<file path="config.mk">
export PLATFORM = sky130hd
export DESIGN_NAME = vx_csr_access_unit_flat
export DESIGN_NICKNAME = d
export VERILOG_FILES = /design/src/rtl/vx_csr_access_unit_if.sv /design/src/rtl/vx_csr_access_unit.sv /design/src/flat_wrapper.sv
export SDC_FILE = /design/constraint.sdc
export NUM_CORES = 1
export LEC_CHECK = 0
export CAP_MARGIN = 15
export CORE_MARGIN = 8
export CORE_UTILIZATION = 49
export CTS_CLUSTER_SIZE = 12
export DETAILED_ROUTE_END_ITERATION = 10
export GPL_ROUTABILITY_DRIVEN = 1
export PLACE_DENSITY = 0.95
export SYNTH_ARGS = -nofsm -noshare
export SYNTH_HDL_FRONTEND = slang
export SYNTH_SLANG_ARGS = --single-unit
</file>
<file path="constraint.sdc">
create_clock -name clk -period 3.03 [get_ports clk]
set_clock_uncertainty 0.1 [all_clocks]
set_input_delay 0.909 -clock clk [delete_from_list [all_inputs] [get_ports clk]]
set_output_delay 0.909 -clock clk [all_outputs]
set_load 0.02 [all_outputs]
</file>
<file path="src/rtl/vx_csr_access_unit_if.sv">
// Interfaces for vx_csr_access_unit.
//   vx_csr_req_if   : dispatch -> unit decoded CSR instruction (valid/ready)
//                     master = dispatch stage, slave = access unit
//   vx_csr_store_if : unit <-> per-core CSR storage block
//                     (combinational read port, registered write port)
//                     master = access unit, slave = storage block
//   vx_csr_rsp_if   : unit -> writeback old-value response (valid/ready)
//                     master = access unit, slave = writeback
// Width macros `NW_BITS (warp id) and `CSR_ADDR_BITS default to 2 and 12.
`timescale 1ns/1ps

`ifndef NW_BITS
`define NW_BITS 2
`endif
`ifndef CSR_ADDR_BITS
`define CSR_ADDR_BITS 12
`endif

interface vx_csr_req_if #(
    parameter int TAG_WIDTH = 8
);
    logic                      req_valid;
    logic                      req_ready;
    logic [`NW_BITS-1:0]       req_wid;
    logic [TAG_WIDTH-1:0]      req_tag;
    logic [`CSR_ADDR_BITS-1:0] req_addr;
    logic [1:0]                req_op;
    logic                      req_use_imm;
    logic [4:0]                req_imm;
    logic [31:0]               req_rs1_data;
    logic                      req_rs1_zero;
    logic                      req_rd_en;

    modport master (
        output req_valid, req_wid, req_tag, req_addr, req_op, req_use_imm,
               req_imm, req_rs1_data, req_rs1_zero, req_rd_en,
        input  req_ready
    );
    modport slave (
        input  req_valid, req_wid, req_tag, req_addr, req_op, req_use_imm,
               req_imm, req_rs1_data, req_rs1_zero, req_rd_en,
        output req_ready
    );
endinterface

interface vx_csr_store_if;
    logic                      read_enable;
    logic [`CSR_ADDR_BITS-1:0] read_addr;
    logic [`NW_BITS-1:0]       read_wid;
    logic [31:0]               read_data;
    logic                      write_enable;
    logic [`CSR_ADDR_BITS-1:0] write_addr;
    logic [`NW_BITS-1:0]       write_wid;
    logic [31:0]               write_data;

    modport master (
        output read_enable, read_addr, read_wid,
               write_enable, write_addr, write_wid, write_data,
        input  read_data
    );
    modport slave (
        input  read_enable, read_addr, read_wid,
               write_enable, write_addr, write_wid, write_data,
        output read_data
    );
endinterface

interface vx_csr_rsp_if #(
    parameter int TAG_WIDTH = 8
);
    logic                 rsp_valid;
    logic                 rsp_ready;
    logic [`NW_BITS-1:0]  rsp_wid;
    logic [TAG_WIDTH-1:0] rsp_tag;
    logic [31:0]          rsp_data;
    logic                 rsp_rd_en;

    modport master (
        output rsp_valid, rsp_wid, rsp_tag, rsp_data, rsp_rd_en,
        input  rsp_ready
    );
    modport slave (
        input  rsp_valid, rsp_wid, rsp_tag, rsp_data, rsp_rd_en,
        output rsp_ready
    );
endinterface

</file>
<file path="src/rtl/vx_csr_access_unit.sv">
// vx_csr_access_unit: issue-side CSR read-modify-write unit.
// Accepts CSRRW/CSRRS/CSRRC (register and immediate forms), performs the
// storage read and write in the same cycle (atomic RMW) and returns the old
// CSR value to writeback. One instruction per cycle without back-pressure.
// Ports:
//   clk, reset : clock, synchronous active-high reset
//   req        : vx_csr_req_if.slave   - decoded instruction from dispatch
//   store      : vx_csr_store_if.master - storage read/write ports
//   rsp        : vx_csr_rsp_if.master   - old value to writeback
//   busy       : an instruction is held in S1 or the response slot
// Optional feature: define VX_CSR_RO_CHECK_EN to suppress writes to the
// read-only CSR space (addr[11:10] == 2'b11).
`timescale 1ns/1ps

`ifndef NW_BITS
`define NW_BITS 2
`endif
`ifndef CSR_ADDR_BITS
`define CSR_ADDR_BITS 12
`endif

module vx_csr_access_unit #(
    parameter int TAG_WIDTH = 8
) (
    input  logic           clk,
    input  logic           reset,
    vx_csr_req_if.slave    req,
    vx_csr_store_if.master store,
    vx_csr_rsp_if.master   rsp,
    output logic           busy
);

    typedef enum logic [1:0] {
        OP_ILLEGAL = 2'b00,
        OP_RW      = 2'b01,
        OP_RS      = 2'b10,
        OP_RC      = 2'b11
    } csr_op_e;

    // S1: accepted instruction
    logic                      s1_valid;
    logic [`NW_BITS-1:0]       s1_wid;
    logic [TAG_WIDTH-1:0]      s1_tag;
    logic [`CSR_ADDR_BITS-1:0] s1_addr;
    csr_op_e                   s1_op;
    logic                      s1_use_imm;
    logic [4:0]                s1_imm;
    logic [31:0]               s1_rs1_data;
    logic                      s1_rs1_zero;
    logic                      s1_rd_en;

    // RSP: response slot
    logic                      rsp_valid_q;
    logic [`NW_BITS-1:0]       rsp_wid_q;
    logic [TAG_WIDTH-1:0]      rsp_tag_q;
    logic [31:0]               rsp_data_q;
    logic                      rsp_rd_en_q;

    logic        advance;
    logic        accept;
    logic [31:0] src;
    logic        src_nonzero;
    logic [31:0] new_value;
    logic        write_req;
    logic        write_allowed;

    // reset gates the storage strobes so an in-flight instruction cannot
    // commit a write at the reset edge
    always_comb begin
        advance = s1_valid && (!rsp_valid_q || rsp.rsp_ready) && !reset;
        accept  = req.req_valid && req.req_ready;
    end

    always_comb begin
        src         = s1_use_imm ? {27'b0, s1_imm} : s1_rs1_data;
        src_nonzero = s1_use_imm ? (s1_imm != 5'd0) : !s1_rs1_zero;
        new_value   = store.read_data;
        write_req   = 1'b0;
        case (s1_op)
            OP_RW: begin
                new_value = src;
                write_req = 1'b1;
            end
            OP_RS: begin
                new_value = store.read_data | src;
                write_req = src_nonzero;
            end
            OP_RC: begin
                new_value = store.read_data & ~src;
                write_req = src_nonzero;
            end
            default: begin
                new_value = store.read_data;
                write_req = 1'b0;
            end
        endcase
    end

`ifdef VX_CSR_RO_CHECK_EN
    logic ro_space;
    always_comb begin
        ro_space      = (s1_addr[11:10] == 2'b11);
        write_allowed = write_req && !ro_space;
    end

    ro_write_attempt: assert property (
        @(posedge clk) disable iff (reset) !(advance && write_req && ro_space)
    ) else $error("write required to read-only CSR");
`else
    always_comb begin
        write_allowed = write_req;
    end
`endif

    always_comb begin
        req.req_ready      = !s1_valid || advance;

        store.read_enable  = advance;
        store.read_addr    = s1_addr;
        store.read_wid     = s1_wid;
        store.write_enable = advance && write_allowed;
        store.write_addr   = s1_addr;
        store.write_wid    = s1_wid;
        store.write_data   = s1_valid ? new_value : '0;

        rsp.rsp_valid      = rsp_valid_q;
        rsp.rsp_wid        = rsp_wid_q;
        rsp.rsp_tag        = rsp_tag_q;
        rsp.rsp_data       = rsp_data_q;
        rsp.rsp_rd_en      = rsp_rd_en_q;

        busy               = s1_valid || rsp_valid_q;
    end

    always_ff @(posedge clk) begin
        if (reset) begin
            s1_valid    <= 1'b0;
            s1_wid      <= '0;
            s1_tag      <= '0;
            s1_addr     <= '0;
            s1_op       <= OP_ILLEGAL;
            s1_use_imm  <= 1'b0;
            s1_imm      <= '0;
            s1_rs1_data <= '0;
            s1_rs1_zero <= 1'b0;
            s1_rd_en    <= 1'b0;
        end else if (accept) begin
            s1_valid    <= 1'b1;
            s1_wid      <= req.req_wid;
            s1_tag      <= req.req_tag;
            s1_addr     <= req.req_addr;
            s1_op       <= csr_op_e'(req.req_op);
            s1_use_imm  <= req.req_use_imm;
            s1_imm      <= req.req_imm;
            s1_rs1_data <= req.req_rs1_data;
            s1_rs1_zero <= req.req_rs1_zero;
            s1_rd_en    <= req.req_rd_en;
        end else if (advance) begin
            s1_valid    <= 1'b0;
        end
    end

    always_ff @(posedge clk) begin
        if (reset) begin
            rsp_valid_q <= 1'b0;
            rsp_wid_q   <= '0;
            rsp_tag_q   <= '0;
            rsp_data_q  <= '0;
            rsp_rd_en_q <= 1'b0;
        end else if (advance) begin
            rsp_valid_q <= 1'b1;
            rsp_wid_q   <= s1_wid;
            rsp_tag_q   <= s1_tag;
            rsp_data_q  <= store.read_data;
            rsp_rd_en_q <= s1_rd_en;
        end else if (rsp.rsp_ready) begin
            rsp_valid_q <= 1'b0;
        end
    end

    illegal_op: assert property (
        @(posedge clk) disable iff (reset) accept |-> (req.req_op != 2'b00)
    ) else $error("illegal CSR op 00 accepted");

endmodule
</file>
<file path="src/flat_wrapper.sv">
// flat-port wrapper written by rule: the top's interface ports become plain ports
module vx_csr_access_unit_flat 
#(
    parameter int TAG_WIDTH = 8
)
  (clk, reset, busy, req_req_valid, req_req_wid, req_req_tag, req_req_addr, req_req_op, req_req_use_imm, req_req_imm, req_req_rs1_data, req_req_rs1_zero, req_req_rd_en, req_req_ready, store_read_enable, store_read_addr, store_read_wid, store_write_enable, store_write_addr, store_write_wid, store_write_data, store_read_data, rsp_rsp_valid, rsp_rsp_wid, rsp_rsp_tag, rsp_rsp_data, rsp_rsp_rd_en, rsp_rsp_ready);
  vx_csr_req_if #(.TAG_WIDTH(TAG_WIDTH)) req_i ();
  vx_csr_store_if store_i ();
  vx_csr_rsp_if #(.TAG_WIDTH(TAG_WIDTH)) rsp_i ();
  input  logic clk;
  input  logic reset;
  output logic busy;
  input wire logic [$bits(req_i.req_valid)-1:0] req_req_valid;
  input wire logic [$bits(req_i.req_wid)-1:0] req_req_wid;
  input wire logic [$bits(req_i.req_tag)-1:0] req_req_tag;
  input wire logic [$bits(req_i.req_addr)-1:0] req_req_addr;
  input wire logic [$bits(req_i.req_op)-1:0] req_req_op;
  input wire logic [$bits(req_i.req_use_imm)-1:0] req_req_use_imm;
  input wire logic [$bits(req_i.req_imm)-1:0] req_req_imm;
  input wire logic [$bits(req_i.req_rs1_data)-1:0] req_req_rs1_data;
  input wire logic [$bits(req_i.req_rs1_zero)-1:0] req_req_rs1_zero;
  input wire logic [$bits(req_i.req_rd_en)-1:0] req_req_rd_en;
  output wire logic [$bits(req_i.req_ready)-1:0] req_req_ready;
  output wire logic [$bits(store_i.read_enable)-1:0] store_read_enable;
  output wire logic [$bits(store_i.read_addr)-1:0] store_read_addr;
  output wire logic [$bits(store_i.read_wid)-1:0] store_read_wid;
  output wire logic [$bits(store_i.write_enable)-1:0] store_write_enable;
  output wire logic [$bits(store_i.write_addr)-1:0] store_write_addr;
  output wire logic [$bits(store_i.write_wid)-1:0] store_write_wid;
  output wire logic [$bits(store_i.write_data)-1:0] store_write_data;
  input wire logic [$bits(store_i.read_data)-1:0] store_read_data;
  output wire logic [$bits(rsp_i.rsp_valid)-1:0] rsp_rsp_valid;
  output wire logic [$bits(rsp_i.rsp_wid)-1:0] rsp_rsp_wid;
  output wire logic [$bits(rsp_i.rsp_tag)-1:0] rsp_rsp_tag;
  output wire logic [$bits(rsp_i.rsp_data)-1:0] rsp_rsp_data;
  output wire logic [$bits(rsp_i.rsp_rd_en)-1:0] rsp_rsp_rd_en;
  input wire logic [$bits(rsp_i.rsp_ready)-1:0] rsp_rsp_ready;
  assign req_i.req_valid = req_req_valid;
  assign req_i.req_wid = req_req_wid;
  assign req_i.req_tag = req_req_tag;
  assign req_i.req_addr = req_req_addr;
  assign req_i.req_op = req_req_op;
  assign req_i.req_use_imm = req_req_use_imm;
  assign req_i.req_imm = req_req_imm;
  assign req_i.req_rs1_data = req_req_rs1_data;
  assign req_i.req_rs1_zero = req_req_rs1_zero;
  assign req_i.req_rd_en = req_req_rd_en;
  assign req_req_ready = req_i.req_ready;
  assign store_read_enable = store_i.read_enable;
  assign store_read_addr = store_i.read_addr;
  assign store_read_wid = store_i.read_wid;
  assign store_write_enable = store_i.write_enable;
  assign store_write_addr = store_i.write_addr;
  assign store_write_wid = store_i.write_wid;
  assign store_write_data = store_i.write_data;
  assign store_i.read_data = store_read_data;
  assign rsp_rsp_valid = rsp_i.rsp_valid;
  assign rsp_rsp_wid = rsp_i.rsp_wid;
  assign rsp_rsp_tag = rsp_i.rsp_tag;
  assign rsp_rsp_data = rsp_i.rsp_data;
  assign rsp_rsp_rd_en = rsp_i.rsp_rd_en;
  assign rsp_i.rsp_ready = rsp_rsp_ready;
  vx_csr_access_unit #(.TAG_WIDTH(TAG_WIDTH)) u_core (.clk(clk), .reset(reset), .req(req_i), .store(store_i), .rsp(rsp_i), .busy(busy));
endmodule
</file>
==> summary.txt, run 1 <==
Routed length on met3 = 1443 um
Rows = 40
Sw Ratio = 28.70%
Routability cong. = 0.7785
Clk Latency, worst-skew pair = 340 ps
PwrDens = 448.7 mW/mm^2
Util after Layout = 70.24%
Startpoint Class = input port
Clock share of power = 32.0%
Sequential Power Share = 42.9%
Largest net degree at the start of global routing = 101
Max_cap viols = 0
Most frequent cells in the layout = nand2b_1, clkdlybuf4s50_1, dfxtp_1
Max Clk Rate = 0.3315 GHz
First-pass DRT Iterations = 4
Critical path's top delay family = buffers and inverters
Setup tns final = 0 ps
Initial antenna violation count = 0
Sequential-to-total area share from yosys stat = 37.11%
Share of cells above drive strength 1 = 9.722%
Worst-path cell chain = clkdlybuf4s50_1 > nand2_1 > o22ai_2 > dlygate4sd2_1
Final nets = 959
Area post-placement = 0.008060 mm^2
Syn Inst Count = 684
Clock sinks = 109
WHS = 360.8 ps
# IOs = 208
Die X = 125.5 um
Wire per inst = 16.99 um
# H-tree levels = 3
Iteration-0 DRC Markers = 339
Yosys reg bits = 109
P_sw = 1.073 mW
CP required = 2020 ps
Clock buffer depth = 2
Final std cell area, no fill = 0.008332 mm^2
Minimum clock period after layout = 3017 ps
Fillers = 912
Starting density of the core = 49.57%
Crit share post-route = 99.57%
Die Area = 0.01576 mm^2
Fin. Hold Viols = 0
Status = complete, no violations
N_diodes = 0
Cell-internal power = 2.666 mW
Place WS = -504.7 ps
Comb power frac = 25.1%
CP endpoint kind = output pin
P_leak = 3.260 nW
DP Wirelength = 12440 um
Global Route Usage Sum = 21.38%
Post-synth cell types = 27
Vias in the first global route = 5474
CTS tree = built
Via-per-instance ratio = 5.271
Clk pin slew, worst setup/hold paths = 70 ps
Syn nets = 784
Setup Viol. Count Final = 0
Core region area = 0.01186 mm^2
Post-Syn Area = 0.005879 mm^2
Buf/Inv on CP = 2
Total number of vias = 5329
WS Path Type = input port to output pin
Mean Syn Cell Area = 8.596 um^2
Area grow syn2layout = 41.71%
Gr ovfl total = 0
RSZ-0062 raised after global routing = no
Met2 wire length = 8273 um
DRT met1 WL = 7105 um
Root buffer cell = clkbuf_16
Worst-Margin Slew = 685.6 ps
TritonCTS buffer count = 9
Max layer used = met4
DRT antenna net count = 0
Drt total wl = 17180 um
Port Buf Inserts = 207
CP peak stage delay = 490 ps
Crit Path Max Fanout = 2
CP Data Arrival Time = 2010 ps
Worst hold path type = flop to flop
Height of the die = 125.5 um
# hold bufs at CTS = 0
Count of final max-slew check failures = 0
Slowest CP cell = clkdlybuf4s50_1
Rel. slew slack = 54.29%
Drt drc = 0
First-pass GRT wire length = 27720 um
Fin worst setup slack = 13.16 ps
Warnings from Yosys = 0
Setup bufs post-CTS = 0
Peak supply drop = 0.3633 mV
Commonest non-fill, non-tap cell in the layout = nand2b_1
## repair_timing
item                                    in CTS  in global routing
endpoints found under the hold margin        0                  0
resized for setup                           61                 18
endpoints found under the setup margin      35                 18
## synth_stat cells, drive strengths merged
library cell  count  area (um^2)
o22ai            27        294.0
buf              32        227.7
or2               2        12.51
nand2b          202         1264
nand3b            1        7.510
dfxtp           109         2182
o21ai            44        220.2
xnor2             1        8.760
a221o             5        50.05
or4               1        7.510
nand3            43        215.2
mux2i            70        700.7
nor2              7        26.28
o21a              1        7.510
clkbuf           43        161.4
nor2b             3        18.77
nand2            53        198.9
and3              5        31.28
inv               3        11.26
and2              2        12.51
a21boi           27        202.7
a21oi             2        10.01
o221ai            1        8.760
## power by group through the flow
stage | combinational, mW | sequential (mW) | clock, mW
after floorplan | 0.488 | 1.68 | 0
after detailed placement | 0.960 | 1.64 | 0
after CTS | 0.944 | 1.60 | 1.22
after global routing | 1.01 | 1.62 | 1.28
after global placement | 0.945 | 1.63 | 0
final | 0.939 | 1.60 | 1.19
## through the flow
stage / instances / total power [mW]
finish: 1011 / 3.739
global route: 1011 / 3.904
CTS: 1011 / 3.772
detailed placement: 995 / 2.596
global placement: 995 / 2.576
floorplan: 684 / 2.164
## routing by layer
layer	vias up	GRT usage, %
li1	2620	-
met1	2494	24.19
met2	188	36.49
met3	27	7.310
met4	0	7.808
met5	-	0
## layout make-up
type                            count  area, um^2  share of cell area (%)
Multi-Input combinational cell    497        3339                   40.08
Timing Repair Buffer              239        2311                   27.74
Tap cell                          147       183.9                   2.208
Sequential cell                   109        2183                   26.21
Inverter                            3       11.26                  0.1352
Clock buffer                       10       229.0                   2.748
Clock inverter                      6       73.82                  0.8860
## worst min-delay path, stage by stage, from the launching register on
cell	delay (ps)
dfxtp_1	320
nand3_1	60
o21ai_1	50
## flip-flops by register name, summed over array words and instances, names as in the netlist, 5 cells and up
name	flops
u_core.store.read_addr	12
u_core.s1_tag	8
u_core.rsp.rsp_tag	8
u_core.rsp.rsp_data	32
u_core.s1_rs1_data	32
u_core.s1_imm	5
## cells by family after synthesis
kind of cell,synth area share [%]
DFF,37.11
and+or+nand+nor,30.52
buffers and inverters,6.810
xor gates and xnor gates,0.1490
muxes,11.92
AOI/OAI and AO/OA,13.49
## path summary, 6_finish.rpt
kind / slack (ps) / cells past startpoint / endpoint / from
setup reg to reg: 1450 / 5 / u_core.s1_rd_en / u_core.rsp.rsp_valid
hold reg to reg: 360 / 2 / u_core.rsp.rsp_tag[4] / u_core.s1_tag[4]
setup / recovery: 10 / 4 / store_write_data[19] / store_read_data[19]
hold / removal: 360 / 2 / u_core.rsp.rsp_tag[4] / u_core.s1_tag[4]
No activity file was read; power rests on OpenSTA's default activity.
==> run 2: changes to the inputs <==
ABC_AREA = 1   (was not set)
CORE_ASPECT_RATIO = 1.1   (was not set)
CORE_UTILIZATION = 48   (was 49)
CTS_CLUSTER_DIAMETER = 120   (was not set)
==> summary.txt, run 2 <==
Sequential Power Share = 43.0%
Top cells by count, synth = nand2_1, nand3_1, dfxtp_1, inv_1, a21oi_1
Clk pin slew, worst setup/hold paths = 70 ps
Fin. Hold Viols = 0
Setup tns final = 0 ps
Status = complete, no violations
Total number of vias = 6271
Yosys reg bits = 109
Wire per inst = 15.15 um
Iteration-0 DRC Markers = 659
Count of final max-slew check failures = 0
Commonest non-fill, non-tap cell in the layout = nand2_1
Setup Viol. Count Final = 0
Syn Inst Count = 871
Top-area cell type share of the netlist area = 39.39%
Largest area contributor in the netlist = dfxtp_1
TritonCTS buffer count = 9
Power, Total = 3.720 mW
P_sw = 1.171 mW
Initial antenna violation count = 1
Drt total wl = 18280 um
Core region area = 0.01139 mm^2
Crit share post-route = 99.25%
Post-synth cell types = 19
Port Buf Inserts = 207
Via-per-instance ratio = 5.196
Routability cong. = 0.8263
Peak supply drop = 0.2406 mV
Final std cell area, no fill = 0.007954 mm^2
Root buffer cell = clkbuf_16
RSZ-0062 raised after global routing = no
DP Wirelength = 12940 um
Max_cap viols = 0
Drt drc = 0
Hold_sp = u_core.s1_tag[0]
# hold bufs at CTS = 0
CP required = 2020 ps
Global Route Usage Sum = 23.09%
Clock sinks = 109
Comb power frac = 27.5%
Cell-internal power = 2.550 mW
Crit Path Max Fanout = 2
Share of cells above drive strength 1 = 9.659%
First-pass GRT wire length = 28930 um
Fillers = 958
Clock buffer depth = 2
Most frequent cells in the layout = nand2_1, clkdlybuf4s50_1, nand3_1
Max Clk Rate = 0.3325 GHz
Layout Cells excl Fill = 1207
Area grow syn2layout = 43.56%
Sw Ratio = 31.47%
Rows = 41
Largest cells by area after synthesis = dfxtp_1, nand2_1, nand3_1
Warnings from Yosys = 0
First-pass DRT Iterations = 5
Top_reg_cell synth = dfxtp_1
Die Area = 0.01524 mm^2
Clk Latency, worst-skew pair = 350 ps
Mean Syn Cell Area = 6.361 um^2
Minimum clock period after layout = 3007 ps
Cell with the most instances after synthesis = nand2_1
Worst-Margin Slew = 814.0 ps
Critical path origin = store_read_data[29]
CTS tree = built
Share of synthesized registers carrying an async set or reset = 0%
Largest net degree at the start of global routing = 130
Starting density of the core = 48.65%
# H-tree levels = 3
# IOs = 208
Rel. slew slack = 45.73%
Startpoint Class = input port
Placed Instances = 1190
Setup bufs post-CTS = 0
DRT antenna net count = 0
Area post-placement = 0.007735 mm^2
FF-to-FF Start = u_core.s1_valid
CP Data Arrival Time = 2000 ps
Die X = 118.4 um
CP endpoint kind = output pin
Vias in the first global route = 5903
Worst hold path type = flop to flop
WS Path Type = input port to output pin
Gr ovfl total = 0
WHS = 350.6 ps
P_leak = 3.807 nW
Final nets = 1151
Syn nets = 971
PwrDens = 467.7 mW/mm^2
Post-Syn Area = 0.005540 mm^2
Post-synth EDFFs = 0
Height of the die = 128.7 um
Sequential-to-total area share from yosys stat = 39.39%
Clock share of power = 29.5%
==> run 2: cell types whose count changed after synthesis, sizes merged, moves of 27 or more <==
cell	before	now
a21oi	2	99
nand2	53	206
nor2	7	93
a21boi	27	0
o22ai	27	0
inv	3	108
nand3	43	127
nand2b	202	0
mux2i	70	0
==> run 2: what timing repair did <==
item / in CTS / in global routing
setup endpoints to repair: 35 / 25
pin swaps: 2 / 3
cloned: 0 / 0
gates resized for setup: 97 / 35
==> run 2: per-layer routing <==
layer  track usage [%]  part of all wire [%]
met5                 0                     0
met4             12.88                   3.3
met3             4.643                   7.1
met2             40.45                    50
met1             26.01                    40
==> run 2: per-stage QoR <==
| step | setup slack, ps | utilization, % |
|---|---|---|
| 2_1_floorplan | 264.2 | - |
| 3_3_place_gp | -554.9 | 67.92 |
| 3_5_place_dp | -575.5 | 67.92 |
| 4_1_cts | 1.382 | 70.29 |
| 5_1_grt | 1.083 | 69.84 |
| 6_report | 22.61 | 69.84 |
==> run 2: worst max-delay path, stage by stage <==
cell,delay (ps)
clkdlybuf4s50_1,470
nand2_1,40
or2_2,300
a21oi_2,130
buf_4,140
==> run 2: final timing paths <==
| path | depth (start not counted) | slack, ps | end |
|---|---|---|---|
| max reg2reg | 10 | 910 | u_core.s1_rd_en |
| max | 5 | 20 | store_write_data[29] |
| min | 2 | 350 | u_core.rsp.rsp_tag[0] |
| min reg2reg | 2 | 350 | u_core.rsp.rsp_tag[0] |
==> run 2: logic make-up (layout without fill, tap and decap cells) <==
group	Yosys count	in the layout	share of synthesized area [%]
and+or+nand+nor	436	436	32.99
AOI/OAI and AO/OA	141	141	13.05
buffers and inverters	185	370	14.57
DFF	109	109	39.39
other	0	1	0
==> run 2: layout make-up <==
type                       instances  area, um^2  share of cell area (%)
multi-input combinational        577        2587                   32.53
antenna                            1       2.502                 0.03146
inverter                         108       409.1                   5.144
sequential                       109        2182                   27.43
clock inverter                     6       50.05                  0.6292
tap                              150       187.7                   2.360
timing repair buffer             246        2306                   28.99
clock buffer                      10       229.0                   2.879
==> run 2: power groups by stage <==
stage	clock [mW]	sequential, mW	combinational, mW
floorplan	0	1.68	0.521
global placement	0	1.63	1.01
detailed placement	0	1.63	1.04
CTS	1.12	1.60	1.03
global route	1.18	1.61	1.12
finish	1.10	1.60	1.02
==> run 3: changes to the inputs <==
CORE_MARGIN = not set   (was 8)
SETUP_SLACK_MARGIN = 0.15   (was not set)
==> summary.txt, run 3 (synthesis results as in run 2) <==
Clock sinks = 109
Port Buf Inserts = 207
Worst-path cell chain = clkdlybuf4s50_1 > nand3_1 > a21oi_1 > buf_4
Rel. slew slack = 48.65%
PwrDens = 473.9 mW/mm^2
First-pass GRT wire length = 27390 um
Root buffer cell = clkbuf_16
Height of the die = 114.7 um
Iteration-0 DRC Markers = 356
TritonCTS buffer count = 9
Gr ovfl total = 0
Total number of vias = 6390
Buf/Inv on CP = 2
Largest net degree at the start of global routing = 81
Routability cong. = 0.8579
Max Clk Rate = 0.3475 GHz
Setup Viol. Count Final = 0
Setup tns final = 0 ps
# H-tree levels = 3
Critical path's top delay family = buffers and inverters
WS Path Type = input port to output pin
Most frequent cells in the layout = nand2_1, clkdlybuf4s50_1, nand3_1
Fillers = 862
Wire per inst = 14.71 um
Worst-Margin Slew = 770.2 ps
CP endpoint kind = output pin
Final nets = 1157
First-pass DRT Iterations = 5
Via-per-instance ratio = 5.277
RSZ-0062 raised after global routing = yes
Die Area = 0.01198 mm^2
# IOs = 208
Clk pin slew, worst setup/hold paths = 70 ps
CTS tree = built
Clock buffer depth = 2
Initial antenna violation count = 1
Startpoint Class = input port
Drt drc = 0
Count of final max-slew check failures = 0
Worst hold path type = flop to flop
Core region area = 0.01106 mm^2
WHS = 348.7 ps
Peak supply drop = 0.2568 mV
Die X = 104.4 um
Share of cells above drive strength 1 = 12.43%
CP Data Arrival Time = 1870 ps
Crit Path Max Fanout = 2
Starting density of the core = 50.09%
Global Route Usage Sum = 28.63%
Drt total wl = 17820 um
DRT antenna net count = 0
Slowest CP cell = clkdlybuf4s50_1
P_leak = 3.983 nW
Status = complete, no violations
Crit share post-route = 94.98%
Minimum clock period after layout = 2878 ps
Commonest non-fill, non-tap cell in the layout = nand2_1
# hold bufs at CTS = 0
DP Wirelength = 12140 um
Fin. Hold Viols = 0
CP required = 2020 ps
Vias in the first global route = 5731
CP peak stage delay = 550 ps
Max_cap viols = 0
Clk Latency, worst-skew pair = 340 ps
Rows = 40
Area grow syn2layout = 46.84%
## run 3: layer usage
metal,vias to the layer above,share of wire [%],track usage [%]
met5,-,0,0
li1,3106,-,-
met1,2938,40,33.44
met4,0,4.1,16.86
met3,58,5.9,3.358
met2,288,50,50.68
## run 3: power by group
group / switching (mW) / internal [mW] / total [mW]
Clock: 0.548 / 0.651 / 1.20
Combinational: 0.588 / 0.467 / 1.06
Sequential: 0.0642 / 1.54 / 1.60
## run 3: what timing repair did
item,in CTS,in global routing
pin swaps,7,11
setup endpoints to repair,35,29
gates resized for setup,177,53
setup buffers,1,3
## run 3: tightest hold or removal path, stage by stage (launching register included)
cell and delay, ps:
dfxtp_1 310, nand2_1 60, nand2_1 40
## run 3: final timing paths
path | start | to | slack [ps] | depth (start not counted)
setup / recovery | store_read_data[7] | store_write_data[7] | 150 | 4
hold / removal | u_core.s1_tag[7] | u_core.rsp.rsp_tag[7] | 350 | 2
setup reg to reg | u_core.s1_valid | u_core.store.read_addr[7] | 910 | 10
hold reg to reg | u_core.s1_tag[7] | u_core.rsp.rsp_tag[7] | 350 | 2
## run 3: cell type report
cell class	count	area (um^2)	area share [%]
flip-flops and latches	109	2182	26.82
clock inverters	6	71.32	0.8767
clock buffers	10	229.0	2.815
multi-input cells	577	2636	32.41
diodes	2	5.005	0.06152
inverters	108	412.9	5.075
repair buffers	252	2415	29.68
well taps	147	183.9	2.261
## run 3: stage by stage
stage | setup slack, ps | std cells | total power, mW | util (%) | area (um^2)
6_report | 152.1 | 1211 | 3.855 | 73.55 | 8135
5_1_grt | 61.57 | 1210 | 4.026 | 73.53 | 8133
4_1_cts | 27.07 | 1206 | 3.826 | 71.88 | 7950
3_5_place_dp | -557.2 | 1189 | 2.661 | 70.03 | 7746
3_3_place_gp | -509.8 | 1189 | 2.634 | 70.03 | 7746
2_1_floorplan | 264.2 | 871 | 2.199 | - | 5540
